[src/rtl/strobe_period_controller.sv]
`default_nettype none
// ============================================================================
// strobe_period_controller
// Paces enable pulses into a downstream strobe counter, loads its period through
// a one-entry shadow and qualifies its strobe. Optional: PERIOD_CTRL_CLAMP_EN.
// Revision: 1.0
// ============================================================================
module strobe_period_controller #(
   parameter int WIDTH = 16,
   parameter int EVT_W = 4
) (
   input  logic             clk,
   input  logic             rst,
   input  logic             evt,
   input  logic [WIDTH-1:0] period_data,
   input  logic             period_valid,
   output logic             period_ready,
   input  logic             cnt_ready,
   input  logic             cnt_strobe,
   input  logic             cnt_valid,
   output logic             cnt_enable,
   output logic [WIDTH-1:0] cnt_reset_value,
   output logic             tick,
   output logic             evt_overflow,
   output logic             period_err
);

   typedef enum logic [0:0] {IDLE = 1'b0, RUN = 1'b1} state_t;

   localparam logic [WIDTH-1:0] MIN_PERIOD = WIDTH'(2);
   localparam logic [EVT_W-1:0] PEND_MAX   = '1;

   state_t           state_q, state_d;
   logic [EVT_W-1:0] pending_q, pending_d;
   logic             shadow_full_q, shadow_full_d;
   logic [WIDTH-1:0] shadow_q, shadow_d;
   logic             cnt_enable_q, cnt_enable_d;
   logic [WIDTH-1:0] cnt_reset_value_q, cnt_reset_value_d;
   logic             tick_q, tick_d;
   logic             evt_overflow_q, evt_overflow_d;
   logic             period_err_q, period_err_d;

   logic             legal;
   logic             accept_ok;
   logic [WIDTH-1:0] period_val;
   logic             xfer;
   logic             issue;
   logic             overflow;

   assign period_ready = (state_q == IDLE) || !shadow_full_q;

   always_comb begin
      legal = (period_data >= MIN_PERIOD);
`ifdef PERIOD_CTRL_CLAMP_EN
      period_val = legal ? period_data : MIN_PERIOD;
      accept_ok  = 1'b1;
`else
      period_val = period_data;
      accept_ok  = legal;
`endif
      xfer     = period_valid && period_ready;
      // The !cnt_enable_q term guarantees a gap cycle between enables.
      issue    = (state_q == RUN) && (pending_q != '0) && cnt_ready && !cnt_enable_q;
      overflow = evt && (pending_q == PEND_MAX) && !issue;

      state_d           = state_q;
      pending_d         = pending_q;
      shadow_full_d     = shadow_full_q;
      shadow_d          = shadow_q;
      cnt_reset_value_d = cnt_reset_value_q;
      cnt_enable_d      = issue;
      tick_d            = cnt_strobe && cnt_valid;
      evt_overflow_d    = overflow;
      period_err_d      = xfer && !accept_ok;

      if (evt && !overflow && !issue) begin
         pending_d = pending_q + EVT_W'(1);
      end else if (!evt && issue) begin
         pending_d = pending_q - EVT_W'(1);
      end

      case (state_q)
         IDLE: begin
            if (xfer && accept_ok) begin
               cnt_reset_value_d = period_val;
               state_d           = RUN;
            end
         end
         RUN: begin
            // A full shadow holds period_ready low, so apply and load never coincide.
            if (shadow_full_q && cnt_strobe) begin
               cnt_reset_value_d = shadow_q;
               shadow_full_d     = 1'b0;
            end else if (xfer && accept_ok) begin
               shadow_d      = period_val;
               shadow_full_d = 1'b1;
            end
         end
         default: state_d = IDLE;
      endcase
   end

   always_ff @(posedge clk or posedge rst) begin
      if (rst) begin
         state_q           <= IDLE;
         pending_q         <= '0;
         shadow_full_q     <= 1'b0;
         shadow_q          <= '0;
         cnt_enable_q      <= 1'b0;
         cnt_reset_value_q <= '0;
         tick_q            <= 1'b0;
         evt_overflow_q    <= 1'b0;
         period_err_q      <= 1'b0;
      end else begin
         state_q           <= state_d;
         pending_q         <= pending_d;
         shadow_full_q     <= shadow_full_d;
         shadow_q          <= shadow_d;
         cnt_enable_q      <= cnt_enable_d;
         cnt_reset_value_q <= cnt_reset_value_d;
         tick_q            <= tick_d;
         evt_overflow_q    <= evt_overflow_d;
         period_err_q      <= period_err_d;
      end
   end

   assign cnt_enable      = cnt_enable_q;
   assign cnt_reset_value = cnt_reset_value_q;
   assign tick            = tick_q;
   assign evt_overflow    = evt_overflow_q;
   assign period_err      = period_err_q;

endmodule
`default_nettype wire

[config.mk]
export PLATFORM = sky130hd
export DESIGN_NAME = strobe_period_controller
export DESIGN_NICKNAME = d
export VERILOG_FILES = /design/src/rtl/strobe_period_controller.sv
export SDC_FILE = /design/constraint.sdc
export NUM_CORES = 1
export LEC_CHECK = 0
export CORE_MARGIN = 2
export CORE_UTILIZATION = 50
export DETAILED_ROUTE_END_ITERATION = 8
export GPL_ROUTABILITY_DRIVEN = 0
export PLACE_DENSITY = 0.76
export SYNTH_ARGS = -nofsm -noshare
export SYNTH_HDL_FRONTEND = slang
export SYNTH_SLANG_ARGS = --single-unit
[constraint.sdc]
create_clock -name clk -period 2.5 [get_ports clk]
set_input_delay 0.75 -clock clk [delete_from_list [all_inputs] [get_ports clk]]
set_output_delay 0.75 -clock clk [all_outputs]
set_load 0.01 [all_outputs]
**Word-level counts from Yosys, hierarchy flattened**

Index checks and enable logic that the tools add are counted.

- Input bits: 23
- Bits in registers: 42
- Logic and storage cells: 52

- Muxes and demuxes: 9
- Add/subtract/negate cells: 2
- $lt $le $gt $ge: 1
- Equal/unequal tests: 3
- Bitwise gates (word level): 2
- Reduce and logical (&&, ||, !) cells: 26

Operators by type and width:

| operator | number |
|---|---|
| $mux W16 | 2 |
| $pmux W16 S2 | 1 |
| $ge A16 B2 Y1 const B | 1 |
| $logic_and A1 B1 Y1 | 13 |
| $mux W4 | 2 |
| $logic_not A1 Y1 | 6 |
| $add A4 B1 Y4 const B | 1 |
| $eq A4 B4 Y1 const B | 1 |
| $mux W1 | 4 |
| $ne A2 B1 Y1 const B | 2 |
| $reduce_and A2 Y1 | 2 |
| $reduce_bool A2 Y1 | 2 |
| $reduce_bool A4 Y1 | 1 |
| $sub A4 B1 Y4 const B | 1 |
| $reduce_and A3 Y1 | 1 |
| $not A1 Y1 | 2 |
| $logic_or A1 B1 Y1 | 1 |

**Depth between registers and ports, before layout**

- Depth after elaboration: 10
- Depth in mapped cells: 8

**Worst setup path before layout**

No wires, ideal clock.

- Kind: input to register
- From: in cnt_ready
- To: reg pending_q[3]
- Required time: 2.423 ns
- Path buffers: 0
- Setup time: 0.077 ns
- Arrival time: 2.196 ns
- Slack: 0.226 ns
- Stages: 8
- Path through: nand3b_1 -> o21bai_1 -> a21bo_2 -> ha_1 -> a21oi_1 -> a2bb2oi_1 -> a32o_1 -> a21oi_1

- Cells in the longest elaborated chain, start to end: 8
- Elaborated cells between the ends (all ways): 10
- Classes of those cells: mux (1); reduce/logical (9)

Ends and longest elaborated chain:

| element | RTL line | text |
|---|---|---|
| start: declaration | 18 | `input logic cnt_ready,` |
| $logic_and A1 B1 Y1 (*) (2 in a row) | 63 | `issue = (state_q == RUN) && (pending_q != '0) && cnt_ready && !cnt_enable_q;` |
| $logic_not A1 Y1 | 64, 76 |  |
| $logic_and A1 B1 Y1 | 64 | `overflow = evt && (pending_q == PEND_MAX) && !issue;` |
| $logic_not A1 Y1 | 76 | `if (evt && !overflow && !issue) begin` |
| $logic_and A1 B1 Y1 (2 in a row) | 76 |  |
| $mux W4 / $reduce_bool A2 Y1 (equally long branches) | - |  |
| end signal: assignment | 116 | `pending_q <= pending_d;` |
| end: declaration | 34 | `logic [EVT_W-1:0] pending_q, pending_d;` |

Every way passes the cells marked *; elsewhere a longest branch is shown, timed or not.
A chain may end at the register's enable or synchronous reset.

**Final worst setup path**

Same ends and word-level chain as after synthesis.

==> metrics.txt <==
CTS sink cnt 42; total track usage 0.215; Slew HR 0.546; synth top area cells dfrtp_1 52%, mux2_2 21%, mux2_4 7.4%; Hold Crit Class flop to flop; DP Worst Slack -0.355 ns; mux cell area share after synthesis 0.295; die area 4600 um^2; hold buffer count at cts 0; main combinational cell family by area after synthesis multiplexers; Routed WL 4.32 mm; largest net degree at the start of global routing 34; Synth Area in XOR/XNOR 0.00860; Avg WL per Cell 17.0 um; maximum clock path buffer count 2; first-pass GRT wire length 7.08 mm; endpoints failing setup 0; filler instances 279; CTS tree done; top-count cell post-synth dfrtp_1; Clock Skew 0.00651 ns; Final ANT Viol Nets 0; Diodes inserted 0; post-synth top area share 0.516; Final Hold Vio Count 0; Num CTS Buffers 5; fmax 406 MHz; Leak 1.20 nW; Clock Latency Late Sink 0.30 ns; Tmin final 2.46 ns; # IOs 44; fraction of layout cells with a size suffix above 1 0.426; crit end category flop; list of most frequent post-synthesis cells 42 x dfrtp_1, 38 x mux2_2, 10 x mux2_4; Worst-Margin Slew 0.675 ns; Residual DRC 0; Final nets 229; largest area contributor in the netlist dfrtp_1; FFs w/ async S/R, synth 1.00; top_reg_cell synth dfrtp_1; CTS clk-pin slew, worst paths 0.08 ns; vias per cell 5.46; status complete, no violations; area grow syn2layout 37.3%; Crit Path Category input pin to flop; die width 67.8 um; H-tree Lvls 2; initial antenna violation count 0; CTS Root Cell clkbuf_8; Max-cap violations 0; RSZ-0062 raised after global routing true; Post-synth EDFFs 0; Syn Inst Count 138; Seq/Total Area, Yosys 0.516; fin. max-slew vios 0; Worst Path Max Fanout 4; Worst Slack Setup Final 0.0383 ns; die height 67.8 um; initial core utilization 0.513; Syn Area/Cell 14.8 um^2; Mapped Nets 164; element type at the critical path start input pin; CP arrival 2.69 ns; Synth warnings 0; Yosys cell types 32; detailed-route via count 1,387; Synth Area in Compound Gates 0.0498; synthesized cell area 2040 um^2; Core Area 3970 um^2; detailed-router iteration count before antenna repair 4; Power Density 1140 nW/um^2; final hold slack 0.495 ns; worst path required time 2.73 ns; maximum vdd drop 0.000744 V; iteration-0 DRC count of the detailed router 43; multi-input logic area 948 um^2; adder-cell share of the synthesized area 0.0221; number of global-route vias before repair 1,517; total congestion overflow 0; hpwl dp 3.16 mm; crit share post-route 0.985; Port Buffers 43; Sequential Area 1050 um^2; # rows 23; simple-gate share of the synthesized area 0.0731; synthesized flop and latch total 42
## kinds of logic (layout without fill, tap and decap cells)
| group | after synthesis | in the layout |
|---|---|---|
| mux | 50 | 50 |
| flops | 42 | 42 |
| simple gates | 22 | 22 |
| compound gates | 12 | 12 |
| buf+inv | 7 | 73 |
| fa+ha+maj | 3 | 3 |
| xor+xnor | 2 | 2 |
## stage by stage
step	TNS, ns	area [um^2]	power (W)	utilization	instances
2_1_floorplan	0	2040	0.00205	-	138
3_3_place_gp	-4.00	2650	0.00253	0.668	246
3_5_place_dp	-5.28	2650	0.00264	0.668	246
4_1_cts	0	2770	0.00318	0.697	254
5_1_grt	-0.0847	2800	0.00341	0.704	254
6_report	0	2800	0.00320	0.704	254
## cells in the final DEF, fill, tap and decap left out, types with 2 or more instances in the layout
cell type        Yosys  routed
clkdlybuf4s50_1      0      43
dfrtp_1             42      42
mux2_2              38      38
buf_4                0      17
mux2_4              10      10
clkbuf_8             0       5
nand2_1              4       4
nor4_2               2       3
nor3_1               3       3
nand3_1              3       3
buf_12               1       3
a2bb2oi_2            1       2
and2_1               2       2
xor2_1               2       2
o21bai_1             2       2
mux2_1               2       2
## state kept, by name (all words and copies together), names as in the netlist
name	flops
evt_overflow	1
cnt_enable	1
shadow_q	16
state_q	1
cnt_reset_value	16
shadow_full_q	1
pending_q	4
period_err	1
tick	1
## cell type report
| type | instances | share of cell area |
|---|---|---|
| clock buffers | 6 | 0.0259 |
| clock inverters | 2 | 0.0134 |
| inverters | 2 | 0.00268 |
| multi-input cells | 89 | 0.339 |
| flip-flops and latches | 42 | 0.376 |
| well taps | 50 | 0.0224 |
| repair buffers | 63 | 0.221 |
## power breakdown
group | switching [W] | internal [W]
Combinational | 0.000516 | 0.000940
Sequential | 0.000221 | 0.000998
Clock | 0.000227 | 0.000298
## layer usage
metal | up-vias | routed length, um | track usage | part of all wire
met2 | 46 | 2250 | 0.368 | 0.52
met3 | 14 | 210 | 0.0477 | 0.049
met1 | 690 | 1750 | 0.252 | 0.40
met5 | - | 0 | 0 | 0
met4 | 0 | 114 | 0.115 | 0.026
li1 | 637 | - | - | -
## path summary, 6_finish.rpt
path | depth (start not counted) | slack [ns] | start | end
worst max register to register | 8 | 0.42 | state_q | pending_q[3]
worst min register to register | 1 | 0.50 | shadow_q[0] | shadow_q[0]
min in group asynchronous | 2 | 0.70 | rst | tick
worst max-delay path | 9 | 0.04 | cnt_ready | pending_q[3]
max in group asynchronous | 3 | 1.34 | rst | cnt_reset_value[9]
worst min-delay path | 1 | 0.50 | shadow_q[0] | shadow_q[0]
## critical path, stage by stage
cell and delay, ns:
clkdlybuf4s50_1 0.47, nand3b_1 0.14, o21bai_1 0.22, a21bo_2 0.21, ha_4 0.22, a21oi_2 0.19
a2bb2oi_2 0.09, a32o_1 0.26, a21oi_1 0.13
## repair_timing
item                                    4_1_cts  5_1_grt
resized for setup                             1        4
buffers inserted                              0        0
endpoints found under the setup margin        1       18
Note: power is estimated with default switching activity, not from simulation.
